===== src/rtl/axi4_slave_pkg.sv =====
// Shared types and constants for the AXI4 slave write path.
// Latency: n/a (declarations only).
// Backpressure: n/a.
package axi4_slave_pkg;

    // Widths of the stored burst descriptor fields
    localparam int AXI_ADDR_W = 32;
    localparam int AXI_ID_W   = 4;
    localparam int AXI_LEN_W  = 8;

    typedef enum logic [1:0] {
        W_IDLE = 2'd0,
        W_DATA = 2'd1,
        W_RESP = 2'd2
    } w_state_t;

    localparam logic [1:0] BURST_FIXED = 2'b00;
    localparam logic [1:0] BURST_INCR  = 2'b01;
    localparam logic [1:0] BURST_WRAP  = 2'b10;
    localparam logic [1:0] BURST_RSVD  = 2'b11;

    localparam logic [1:0] RESP_OKAY   = 2'b00;
    localparam logic [1:0] RESP_SLVERR = 2'b10;

    typedef struct packed {
        logic [AXI_ADDR_W-1:0] addr;
        logic [AXI_ID_W-1:0]   id;
        logic [AXI_LEN_W-1:0]  len;
        logic [2:0]            size;
        logic [1:0]            burst;
    } aw_desc_t;

    // WRAP bursts are only legal for 2, 4, 8 or 16 beats
    function automatic logic is_wrap_len(input logic [31:0] beats_m1);
        return (beats_m1 == 32'd1) || (beats_m1 == 32'd3) ||
               (beats_m1 == 32'd7) || (beats_m1 == 32'd15);
    endfunction

endpackage


===== src/rtl/axi4_slave_write_data_if.sv =====
// Descriptor, W, B and memory-port signals of the slave write-data engine.
// Latency: n/a (wiring only).
// Backpressure: W via wvalid/wready, B via bvalid/bready, descriptor gated by w_idle.
interface axi4_slave_write_data_if #(
    parameter int ADDR_WIDTH   = 32,
    parameter int DATA_WIDTH   = 32,
    parameter int ID_WIDTH     = 4,
    parameter int BURST_LENGTH = 8
);
    // Descriptor handoff from the write-address stage
    logic                      aw_start;
    logic [ADDR_WIDTH-1:0]     stored_awaddr;
    logic [ID_WIDTH-1:0]       stored_awid;
    logic [BURST_LENGTH-1:0]   stored_awlen;
    logic [2:0]                stored_awsize;
    logic [1:0]                stored_awburst;
    logic                      w_idle;

    // W channel
    logic                      wvalid;
    logic [DATA_WIDTH-1:0]     wdata;
    logic [DATA_WIDTH/8-1:0]   wstrb;
    logic                      wlast;
    logic                      wready;

    // Memory write port
    logic                      mem_we;
    logic [ADDR_WIDTH-1:0]     mem_addr;
    logic [DATA_WIDTH-1:0]     mem_wdata;
    logic [DATA_WIDTH/8-1:0]   mem_wstrb;

    // B channel
    logic                      bvalid;
    logic                      bready;
    logic [ID_WIDTH-1:0]       bid;
    logic [1:0]                bresp;

    modport master (
        output aw_start, stored_awaddr, stored_awid, stored_awlen, stored_awsize, stored_awburst,
        output wvalid, wdata, wstrb, wlast, bready,
        input  w_idle, wready, mem_we, mem_addr, mem_wdata, mem_wstrb, bvalid, bid, bresp
    );

    modport slave (
        input  aw_start, stored_awaddr, stored_awid, stored_awlen, stored_awsize, stored_awburst,
        input  wvalid, wdata, wstrb, wlast, bready,
        output w_idle, wready, mem_we, mem_addr, mem_wdata, mem_wstrb, bvalid, bid, bresp
    );

endinterface


===== src/rtl/axi4_burst_addr_gen.sv =====
// Next-beat address for FIXED / INCR / WRAP bursts; shared with the read-address stage.
// Latency: combinational.
// Backpressure: none; caller decides when to advance.
module axi4_burst_addr_gen
    import axi4_slave_pkg::*;
#(
    parameter int ADDR_WIDTH   = 32,
    parameter int BURST_LENGTH = 8
) (
    input  logic [ADDR_WIDTH-1:0]   i_addr,
    input  logic [2:0]              i_size,
    input  logic [BURST_LENGTH-1:0] i_len,
    input  logic [1:0]              i_burst,
    input  logic                    i_wrap_ok,
    output logic [ADDR_WIDTH-1:0]   o_next_addr
);

    logic [ADDR_WIDTH-1:0] w_bytes;
    logic [ADDR_WIDTH-1:0] w_aligned;
    logic [ADDR_WIDTH-1:0] w_incr;
    logic [ADDR_WIDTH-1:0] w_seq;
    logic [ADDR_WIDTH-1:0] w_wrap_bytes;
    logic [ADDR_WIDTH-1:0] w_lower;

    assign w_bytes      = ADDR_WIDTH'(1) << i_size;
    // INCR realigns after the first beat, so an unaligned start only affects beat 0
    assign w_aligned    = i_addr & ~(w_bytes - ADDR_WIDTH'(1));
    assign w_incr       = w_aligned + w_bytes;
    // WRAP walks sequentially inside a window of (len+1)*bytes
    assign w_seq        = i_addr + w_bytes;
    assign w_wrap_bytes = (ADDR_WIDTH'(i_len) + ADDR_WIDTH'(1)) << i_size;
    assign w_lower      = i_addr & ~(w_wrap_bytes - ADDR_WIDTH'(1));

    // Select the addressing mode; an illegal WRAP falls back to INCR
    always_comb begin
        o_next_addr = w_incr;
        case (i_burst)
            BURST_FIXED: o_next_addr = i_addr;
            BURST_WRAP: begin
                if (i_wrap_ok) begin
                    o_next_addr = (w_seq == (w_lower + w_wrap_bytes)) ? w_lower : w_seq;
                end
            end
            default: o_next_addr = w_incr;
        endcase
    end

endmodule


===== src/rtl/axi4_slave_write_data.sv =====
// Slave W+B engine: one registered memory write per W beat, then one B response per burst.
// Latency: aw_start->wready 1 cycle, beat->mem_we 1 cycle, last beat->bvalid 1 cycle, bready->w_idle 1 cycle.
// Backpressure: wready only in W_DATA; bvalid/bid/bresp held until bready; aw_start ignored unless w_idle.
module axi4_slave_write_data
    import axi4_slave_pkg::*;
#(
    parameter int ADDR_WIDTH   = 32,
    parameter int DATA_WIDTH   = 32,
    parameter int ID_WIDTH     = 4,
    parameter int BURST_LENGTH = 8
) (
    input  logic                    clk,
    input  logic                    rst,
    axi4_slave_write_data_if.slave  bus
);

    // Largest beat size the data bus can carry, as log2(bytes)
    localparam logic [2:0] MAX_SIZE = 3'($clog2(DATA_WIDTH/8));

    w_state_t                  r_state;
    w_state_t                  w_state_nxt;
    aw_desc_t                  r_desc;
    logic [BURST_LENGTH:0]     r_beat_cnt;
    logic                      r_err;
    logic                      r_wrap_ok;
    logic                      r_no_write;

    logic                      r_mem_we;
    logic [ADDR_WIDTH-1:0]     r_mem_addr;
    logic [DATA_WIDTH-1:0]     r_mem_wdata;
    logic [DATA_WIDTH/8-1:0]   r_mem_wstrb;
    logic [ID_WIDTH-1:0]       r_bid;
    logic [1:0]                r_bresp;

    logic [ADDR_WIDTH-1:0]     w_cur_addr;
    logic [ADDR_WIDTH-1:0]     w_next_addr;
    logic [BURST_LENGTH-1:0]   w_cur_len;
    logic [ADDR_WIDTH-1:0]     w_start_mask;
    logic                      w_start_aligned;
    logic                      w_start_wrap_ok;
    logic                      w_start_no_write;
    logic                      w_start_err;
    logic                      w_accept_aw;
    logic                      w_beat;
    logic                      w_final_beat;
    logic                      w_frame_err;
    logic                      w_idle_c;
    logic                      w_wready_c;
    logic                      w_bvalid_c;

    // The running beat address lives in the descriptor's addr field
    assign w_cur_addr = ADDR_WIDTH'(r_desc.addr);
    assign w_cur_len  = BURST_LENGTH'(r_desc.len);

    // Descriptor qualification, evaluated once when the burst is taken
    assign w_start_mask     = (ADDR_WIDTH'(1) << bus.stored_awsize) - ADDR_WIDTH'(1);
    assign w_start_aligned  = (bus.stored_awaddr & w_start_mask) == '0;
    assign w_start_wrap_ok  = (bus.stored_awburst == BURST_WRAP) &&
                              is_wrap_len(32'(bus.stored_awlen)) && w_start_aligned;
    assign w_start_no_write = (bus.stored_awburst == BURST_RSVD) || (bus.stored_awsize > MAX_SIZE);
    assign w_start_err      = w_start_no_write ||
                              ((bus.stored_awburst == BURST_WRAP) && !w_start_wrap_ok);

    assign w_accept_aw  = (r_state == W_IDLE) && bus.aw_start;
    assign w_beat       = bus.wvalid && (r_state == W_DATA);
    // The beat counter, not wlast, decides where the burst ends
    assign w_final_beat = w_beat && (r_beat_cnt == {1'b0, w_cur_len});
    // wlast must be set on the final beat and only there
    assign w_frame_err  = w_beat && (w_final_beat ? !bus.wlast : bus.wlast);

    axi4_burst_addr_gen #(
        .ADDR_WIDTH   (ADDR_WIDTH),
        .BURST_LENGTH (BURST_LENGTH)
    ) u_addr_gen (
        .i_addr      (w_cur_addr),
        .i_size      (r_desc.size),
        .i_len       (w_cur_len),
        .i_burst     (r_desc.burst),
        .i_wrap_ok   (r_wrap_ok),
        .o_next_addr (w_next_addr)
    );

    // State register
    always_ff @(posedge clk) begin
        if (rst) begin
            r_state <= W_IDLE;
        end else begin
            r_state <= w_state_nxt;
        end
    end

    // Next state and the state-decoded handshake outputs
    always_comb begin
        w_state_nxt = r_state;
        w_idle_c    = 1'b0;
        w_wready_c  = 1'b0;
        w_bvalid_c  = 1'b0;
        case (r_state)
            W_IDLE: begin
                w_idle_c = 1'b1;
                if (bus.aw_start) begin
                    w_state_nxt = W_DATA;
                end
            end
            W_DATA: begin
                w_wready_c = 1'b1;
                if (w_final_beat) begin
                    w_state_nxt = W_RESP;
                end
            end
            W_RESP: begin
                w_bvalid_c = 1'b1;
                if (bus.bready) begin
                    w_state_nxt = W_IDLE;
                end
            end
            default: w_state_nxt = W_IDLE;
        endcase
    end

    // Latch the descriptor on start, then advance address, beat count and error per beat
    always_ff @(posedge clk) begin
        if (rst) begin
            r_desc     <= '0;
            r_beat_cnt <= '0;
            r_err      <= 1'b0;
            r_wrap_ok  <= 1'b0;
            r_no_write <= 1'b0;
        end else if (w_accept_aw) begin
            r_desc.addr  <= AXI_ADDR_W'(bus.stored_awaddr);
            r_desc.id    <= AXI_ID_W'(bus.stored_awid);
            r_desc.len   <= AXI_LEN_W'(bus.stored_awlen);
            r_desc.size  <= bus.stored_awsize;
            r_desc.burst <= bus.stored_awburst;
            r_beat_cnt   <= '0;
            r_err        <= w_start_err;
            r_wrap_ok    <= w_start_wrap_ok;
            r_no_write   <= w_start_no_write;
        end else if (w_beat) begin
            r_desc.addr <= AXI_ADDR_W'(w_next_addr);
            r_beat_cnt  <= r_beat_cnt + (BURST_LENGTH+1)'(1);
            r_err       <= r_err | w_frame_err;
        end
    end

    // Registered memory write, one cycle after each accepted beat
    always_ff @(posedge clk) begin
        if (rst) begin
            r_mem_we    <= 1'b0;
            r_mem_addr  <= '0;
            r_mem_wdata <= '0;
            r_mem_wstrb <= '0;
        end else begin
            r_mem_we <= w_beat && !r_no_write;
            if (w_beat) begin
                r_mem_addr  <= w_cur_addr;
                r_mem_wdata <= bus.wdata;
                r_mem_wstrb <= bus.wstrb;
            end
        end
    end

    // Capture the response on the final beat so it is stable for the whole W_RESP phase
    always_ff @(posedge clk) begin
        if (rst) begin
            r_bid   <= '0;
            r_bresp <= RESP_OKAY;
        end else if (w_final_beat) begin
            r_bid   <= ID_WIDTH'(r_desc.id);
            r_bresp <= (r_err || w_frame_err) ? RESP_SLVERR : RESP_OKAY;
        end
    end

    assign bus.w_idle    = w_idle_c;
    assign bus.wready    = w_wready_c;
    assign bus.bvalid    = w_bvalid_c;
    assign bus.mem_we    = r_mem_we;
    assign bus.mem_addr  = r_mem_addr;
    assign bus.mem_wdata = r_mem_wdata;
    assign bus.mem_wstrb = r_mem_wstrb;
    assign bus.bid       = r_bid;
    assign bus.bresp     = r_bresp;

endmodule


===== src/flat_wrapper.sv =====
// flat-port wrapper written by rule: the top's interface ports become plain ports
module axi4_slave_write_data_flat import axi4_slave_pkg::*;
#(
    parameter int ADDR_WIDTH   = 32,
    parameter int DATA_WIDTH   = 32,
    parameter int ID_WIDTH     = 4,
    parameter int BURST_LENGTH = 8
)
  (clk, rst, bus_aw_start, bus_stored_awaddr, bus_stored_awid, bus_stored_awlen, bus_stored_awsize, bus_stored_awburst, bus_wvalid, bus_wdata, bus_wstrb, bus_wlast, bus_bready, bus_w_idle, bus_wready, bus_mem_we, bus_mem_addr, bus_mem_wdata, bus_mem_wstrb, bus_bvalid, bus_bid, bus_bresp);
  axi4_slave_write_data_if #(.ADDR_WIDTH(ADDR_WIDTH), .DATA_WIDTH(DATA_WIDTH), .ID_WIDTH(ID_WIDTH), .BURST_LENGTH(BURST_LENGTH)) bus_i ();
  input  logic clk;
  input  logic rst;
  input wire logic [$bits(bus_i.aw_start)-1:0] bus_aw_start;
  input wire logic [$bits(bus_i.stored_awaddr)-1:0] bus_stored_awaddr;
  input wire logic [$bits(bus_i.stored_awid)-1:0] bus_stored_awid;
  input wire logic [$bits(bus_i.stored_awlen)-1:0] bus_stored_awlen;
  input wire logic [$bits(bus_i.stored_awsize)-1:0] bus_stored_awsize;
  input wire logic [$bits(bus_i.stored_awburst)-1:0] bus_stored_awburst;
  input wire logic [$bits(bus_i.wvalid)-1:0] bus_wvalid;
  input wire logic [$bits(bus_i.wdata)-1:0] bus_wdata;
  input wire logic [$bits(bus_i.wstrb)-1:0] bus_wstrb;
  input wire logic [$bits(bus_i.wlast)-1:0] bus_wlast;
  input wire logic [$bits(bus_i.bready)-1:0] bus_bready;
  output wire logic [$bits(bus_i.w_idle)-1:0] bus_w_idle;
  output wire logic [$bits(bus_i.wready)-1:0] bus_wready;
  output wire logic [$bits(bus_i.mem_we)-1:0] bus_mem_we;
  output wire logic [$bits(bus_i.mem_addr)-1:0] bus_mem_addr;
  output wire logic [$bits(bus_i.mem_wdata)-1:0] bus_mem_wdata;
  output wire logic [$bits(bus_i.mem_wstrb)-1:0] bus_mem_wstrb;
  output wire logic [$bits(bus_i.bvalid)-1:0] bus_bvalid;
  output wire logic [$bits(bus_i.bid)-1:0] bus_bid;
  output wire logic [$bits(bus_i.bresp)-1:0] bus_bresp;
  assign bus_i.aw_start = bus_aw_start;
  assign bus_i.stored_awaddr = bus_stored_awaddr;
  assign bus_i.stored_awid = bus_stored_awid;
  assign bus_i.stored_awlen = bus_stored_awlen;
  assign bus_i.stored_awsize = bus_stored_awsize;
  assign bus_i.stored_awburst = bus_stored_awburst;
  assign bus_i.wvalid = bus_wvalid;
  assign bus_i.wdata = bus_wdata;
  assign bus_i.wstrb = bus_wstrb;
  assign bus_i.wlast = bus_wlast;
  assign bus_i.bready = bus_bready;
  assign bus_w_idle = bus_i.w_idle;
  assign bus_wready = bus_i.wready;
  assign bus_mem_we = bus_i.mem_we;
  assign bus_mem_addr = bus_i.mem_addr;
  assign bus_mem_wdata = bus_i.mem_wdata;
  assign bus_mem_wstrb = bus_i.mem_wstrb;
  assign bus_bvalid = bus_i.bvalid;
  assign bus_bid = bus_i.bid;
  assign bus_bresp = bus_i.bresp;
  axi4_slave_write_data #(.ADDR_WIDTH(ADDR_WIDTH), .DATA_WIDTH(DATA_WIDTH), .ID_WIDTH(ID_WIDTH), .BURST_LENGTH(BURST_LENGTH)) u_core (.clk(clk), .rst(rst), .bus(bus_i));
endmodule

===== config.mk =====
export PLATFORM = sky130hd
export DESIGN_NAME = axi4_slave_write_data_flat
export DESIGN_NICKNAME = d
export VERILOG_FILES = /design/src/rtl/axi4_slave_pkg.sv /design/src/rtl/axi4_slave_write_data_if.sv /design/src/rtl/axi4_burst_addr_gen.sv /design/src/rtl/axi4_slave_write_data.sv /design/src/flat_wrapper.sv
export SDC_FILE = /design/constraint.sdc
export NUM_CORES = 1
export LEC_CHECK = 0
export ABC_AREA = 1
export BUFFER_PORTS_ARGS = -buffer_cell sky130_fd_sc_hd__buf_2
export CORE_MARGIN = 2
export CORE_UTILIZATION = 50
export CTS_CLUSTER_DIAMETER = 200
export DETAILED_ROUTE_END_ITERATION = 12
export PLACE_DENSITY = 0.82
export RECOVER_POWER = 100
export SYNTH_ARGS = -nofsm -noshare
export SYNTH_HDL_FRONTEND = slang
export SYNTH_SLANG_ARGS = --single-unit

===== constraint.sdc =====
create_clock -name clk -period 4.9 [get_ports clk]
set_clock_uncertainty 0.2 [all_clocks]
set_input_delay 0.98 -clock clk [delete_from_list [all_inputs] [get_ports clk]]
set_output_delay 0.98 -clock clk [all_outputs]
set_load 0.1 [all_outputs]

Yosys cells after proc, flatten, opt, wreduce, memory -nomap -nowiden
Index checks and enable logic that the tools add are counted.
{ "classes": {"addsub": 8, "shifts": 3, "reduce_logical": 24, "magnitude_cmp": 1, "n_eq_ne": 15, "n_bitwise": 6, "mux": 16} }
{ "op_table": {"columns": ["operator", "n"], "rows": [
  ["$mux W32", 4],
  ["$add A32 B32 Y32", 3],
  ["$and A32 B32 Y32", 3],
  ["$not A32 Y32", 2],
  ["$pmux W32 S2", 1],
  ["$shl A1 B3 Y32 const A", 2],
  ["$sub A32 B1 Y32 const B", 2],
  ["$eq A32 B32 Y1", 1],
  ["$logic_not A32 Y1", 1],
  ["$shl A9 B3 Y32", 1],
  ["$sub A32 B2 Y32 const B", 1],
  ["$add A8 B1 Y9 const B", 1],
  ["$add A9 B1 Y9 const B", 1],
  ["$eq A9 B8 Y1", 1],
  ["$eq A2 B2 Y1 const B", 4],
  ["$eq A8 B1 Y1 const B", 1],
  ["$eq A8 B2 Y1 const B", 1],
  ["$eq A8 B3 Y1 const B", 1],
  ["$eq A8 B4 Y1 const B", 1],
  ["$logic_and A1 B1 Y1", 8],
  ["$mux W2", 4],
  ["$logic_or A1 B1 Y1", 6],
  ["$mux W1", 6],
  ["$pmux W2 S3", 1],
  ["11 further kinds", 16]
]} }
{ "totals": {"out_inout_bits": 78, "reg_bits": 138} }

Depth between registers and ports, before layout
{ "logic_depth": {"ltp_word": 12, "mapped_depth": 41} }

Modules after synthesis
From an unflattened synthesis, not the netlist that was laid out.
{ "unflattened": {"hier_cells": 2118, "area_unflattened_um2": 12351.8} }
{ "modules_own_cells": {"columns": ["mod", "cells_each", "instances", "area_each_um2", "seq_area_each_um2"], "rows": [
  ["axi4_burst_addr_gen", 1391, 1, 7001.7, 0.0],
  ["axi4_slave_write_data", 727, 1, 5350.1, 2742.6]
]} }

Worst setup path before layout
No wires, ideal clock.
{ "synth_timing": {"path_kind": "register -> register", "from": "reg u_core.r_desc, in the netlist u_core.w_cur_len[1]", "to": "reg u_core.r_desc, in the netlist u_core.w_cur_addr[30]", "path_buffers": 2, "t_arrival_ps": 4683, "setup_ps": 122, "required_time_ps": 4578, "stages_incl_launch_ff": 38, "slack_ps": -104, "path_cell_list": "dfxtp_1 > ha_1 > inv_1 > nand2_1 > nand3_2 > ha_1 > nand2_1 > inv_2 > nand2_2 > nor2_2 > inv_2 > nor2_1 > nand2_2 > nor2_1 > nand2_1 > or3_1 > o21ai_0 > a21oi_1 > [... 2 more ...] > nor4_1 > nand2_2 > nand2_2 > nand2_2 > nor2_1 > nand2_1 > nand2_1 > nand2_1 > nand2_1 > nand4_1 > nor2_4 > nand2_2 > buf_6 > buf_6 > nand2_1 > nand2_1 > o21ai_0 > a21oi_1"} }
{ "synth_between": {"elab_chain_len": 12} }
{ "synth_lines": {"columns": ["item", "line_no", "text"], "rows": [
  ["from (decl)", "axi4_slave_write_data.sv:22", "aw_desc_t r_desc;"],
  ["$add A8 B1 Y9 (*)", "axi4_burst_addr_gen.sv:31", "assign w_wrap_bytes = (ADDR_WIDTH'(i_len) + ADDR_WIDTH'(1)) << i_size;"],
  ["$shl A9 B3 Y32 (*)", "axi4_burst_addr_gen.sv:31", null],
  ["$sub A32 B1 Y32", "axi4_burst_addr_gen.sv:32", "assign w_lower = i_addr & ~(w_wrap_bytes - ADDR_WIDTH'(1));"],
  ["$not A32 Y32", "axi4_burst_addr_gen.sv:32", null],
  ["$and A32 B32 Y32", "axi4_burst_addr_gen.sv:32", null],
  ["$add A32 B32 Y32", "axi4_burst_addr_gen.sv:41", "o_next_addr = (w_seq == (w_lower + w_wrap_bytes)) ? w_lower : w_seq;"],
  ["$eq A32 B32 Y1", "axi4_burst_addr_gen.sv:41", null],
  ["$mux W32 (*)", "axi4_burst_addr_gen.sv:41", null],
  ["$mux W32 (*)", "axi4_burst_addr_gen.sv:40", "if (i_wrap_ok) begin"],
  ["$pmux W32 S2 (*)", "axi4_burst_addr_gen.sv:37", "case (i_burst)"],
  ["$mux W32 (*)", "axi4_slave_write_data.sv:139", "end else if (w_beat) begin"],
  ["$mux W32 (*)", "axi4_slave_write_data.sv:129", "end else if (w_accept_aw) begin"]
]} }
Mark *: on every way between the ends. The rest lies on a longest branch, timed or not. The select of a mux whose other input is x is not followed.
A chain may end at the register's enable or synchronous reset.

Worst setup path in the final report
{ "layout_timing": {"from": "reg u_core.r_desc, in the netlist u_core.w_cur_len[0]", "to": "reg u_core.r_desc, in the netlist u_core.w_cur_addr[23]"} }
The elaborated chain is that of the path after synthesis.

==> results.json <==
{
  "n_fill_cell": 1875,
  "yosysWarnings": 0,
  "cpPeakStageDelay_ns": 0.36,
  "diodes": 0,
  "clkTransAtPathRegs_ns": 0.06,
  "cts_htree_levels": 4,
  "place_ws_ns": -0.2624,
  "portBuffers": 167,
  "synth_flop_cell": "dfxtp_1",
  "violations": "negative setup slack",
  "period_share_pct": 105.4,
  "initial_core_util_pct": 50.83,
  "ir_drop_mv": 0.3190,
  "synth_nets": 1958,
  "drt_iter0_drc": 1440,
  "drc": 0,
  "cts_buffer_depth": 2,
  "sequentialPowerShare_pct": 28.1,
  "synthCells": 1837,
  "swShare_pct": 43.67,
  "postLayoutCoreUtil_pct": 67.00,
  "fp.dieW_um": 152.7,
  "startpoint": "u_core.w_cur_len[0]$_SDFFE_PP0P_",
  "post-place-cells": 2350,
  "synth_area_leaders": "dfxtp_1 25%, nand2_1 16%, nand3_1 8.4%, a21oi_1 8.4%, inv_1 6.0%",
  "finalHoldViolations": 0,
  "fp.dieArea_um2": 23320,
  "status": "finished with violations",
  "pin_count": 169,
  "grt_usage_pct": 34.76,
  "power_density_nw_per_um2": 323.5,
  "place_congestion": 1.043,
  "final_area_um2": 14580,
  "synth_top_area_cell": "dfxtp_1",
  "async_flop_share_pct": 0,
  "synth_edf_count": 0,
  "ctsHoldBuffers": 0,
  "crit_required_ns": 5.02,
  "crit_path_end_kind": "flop",
  "hp-start": "u_core.r_no_write$_SDFFE_PP0P_",
  "clockPowerShare_pct": 27.8,
  "wl_per_cell_um": 17.87,
  "synth_top_area_share_pct": 24.80,
  "totalWireLength_um": 43100,
  "area_growth_syn_to_layout_pct": 31.82,
  "regArea_um2": 2755,
  "cp_slowest_cell": "dfxtp_4",
  "combPwrFrac_pct": 44.0,
  "synth_area_um2": 11060,
  "firstDrtPassIters": 6,
  "cp_common_cell": "nand2_1",
  "p_total_mw": 4.716,
  "avgSynthCellArea_um2": 6.020,
  "antenna_found_initial": 0,
  "rr_startpoint": "u_core.w_cur_len[0]$_SDFFE_PP0P_",
  "cp.arrival_ns": 5.28,
  "path_max_fanout": 9,
  "fin_nets": 2240,
  "yosysSeqAreaShare_pct": 24.80,
  "ys_ff_latch": 137,
  "placed_cell_area_um2": 12950,
  "cts_buffers": 17,
  "fmax_mhz": 193.6,
  "tns_ns": -5.391,
  "multi_input_comb_area_um2": 7898,
  "viasPerCell": 5.807,
  "synth_cell_types": 54,
  "grt_max_degree": 99,
  "finalMaxSlewViolations": 0,
  "synth_common_cells": "477 x nand2_1, 186 x nand3_1, 185 x a21oi_1",
  "postRouteAntennaNets": 0,
  "worstSetupPathType": "reg2reg",
  "fin_crit_ns": 5.166,
  "worst_pin_slew_ns": 0.9239,
  "crit_path_start_kind": "flop",
  "worstSkewPairLatency_ns": 0.43,
  "drive_gt1_share_pct": 28.05,
  "die_h_um": 152.7,
  "dp_hpwl_um": 31210,
  "cts_sinks": 137,
  "drv_cap": 0,
  "coreArea_um2": 21760,
  "fin_cells": 2412,
  "switchingPower_mw": 2.059,
  "leakage_nw": 6.728,
  "first_global_vias": 12690,
  "yosysMostFrequentCell": "nand2_1",
  "std_cell_rows": 54,
  "setup_slack_ns": -0.2656,
  "grt-ovfl-total": 0,
  "setup_violations": 32,
  "hold_class": "reg2reg",
  "slew_headroom_pct": 38.26,
  "cts_tree": "built",
  "whs_ns": 0.2323,
  "cts-root-buf": "clkbuf_16",
  "p_int_mw": 2.657,
  "via_count": 14010,
  "grt_pass1_wl_um": 65830,
  "rsz0062_at_grt": "yes"
}
## critical path: cells and delay by family, from the launching register on
family | cells | cell delay, ns
AOI/OAI and AO/OA | 4 | 0.46
adders and majority gates | 2 | 0.55
buffers and inverters | 7 | 0.87
DFF | 1 | 0.36
and+or+nand+nor | 23 | 2.60
## layer usage
metal  GRT usage [%]  routed length [um]  up-vias
met3           8.561                5360      105
met1           48.73               17820     6428
li1                -                   -     6594
met2           52.64               18600      880
met4           10.93                1314        0
met5               0                   0        -
## final cells by class
type,instances,area share [%]
Timing Repair Buffer,336,15.34
Inverter,198,5.099
Multi-Input combinational cell,1429,54.18
Tap cell,280,2.403
Clock inverter,12,0.9442
Sequential cell,137,18.90
Clock buffer,20,3.133
## placed cells by master, fill, tap and decap left out, types with 8 or more instances in the layout
cell         n
nand2_1    436
inv_1      170
a21oi_1    167
nor2_1     166
buf_2      166
nand3_1    158
buf_4      156
dfxtp_1    131
o21ai_0    108
nand2_2     53
xor2_1      45
nand3_2     40
nor3_1      27
inv_2       24
nand4_1     21
clkbuf_16   20
nor2_2      19
ha_1        19
a21oi_2     18
nor2_4      17
o21ai_1     17
nand2_4     10
o22ai_1     10
ha_4         9
nand3_4      8
## power by group through the flow
stage               Clock, mW  Combinational [mW]  Sequential [mW]
floorplan                   0               0.985             1.61
CTS                      1.31                1.90             1.32
global route             1.35                2.22             1.34
global placement            0                1.82             1.33
finish                   1.31                2.08             1.33
detailed placement          0                1.84             1.34
## cell families after synthesis
family | after synthesis | synth area share, %
fa+ha+maj | 30 | 3.462
simple gates | 984 | 39.98
xor+xnor | 52 | 4.243
buf+inv | 271 | 9.957
flops | 137 | 24.80
compound gates | 362 | 17.53
other cells | 1 | 0.03391
## flip-flops by register name, indices dropped and copies added (netlist names), 2 cells and up
name,count
u_core.bus.mem_addr,32
u_core.bus.mem_wstrb,4
u_core.r_state,2
u_core.r_desc,9
u_core.w_cur_len,8
u_core.r_beat_cnt,9
u_core.w_cur_addr,32
u_core.bus.mem_wdata,32
u_core.bus.bid,4
## path summary, 6_finish.rpt
| kind | endpoint | slack, ns | depth (start not counted) |
|---|---|---|---|
| worst max register to register | u_core.w_cur_addr[23]$_SDFFE_PP0P_ | -0.27 | 36 |
| worst min register to register | u_core.bus.mem_we$_SDFF_PP0_ | 0.23 | 1 |
| worst max-delay path | u_core.w_cur_addr[23]$_SDFFE_PP0P_ | -0.27 | 36 |
| worst min-delay path | u_core.bus.mem_we$_SDFF_PP0_ | 0.23 | 1 |
## repair_timing
item,CTS,global route
hold endpoints to repair,0,0
resized for setup,64,119
pin swaps,27,51
gates cloned,1,3
endpoints found under the setup margin,32,32
buffers inserted,10,16
No activity file was read; power rests on OpenSTA's default activity.
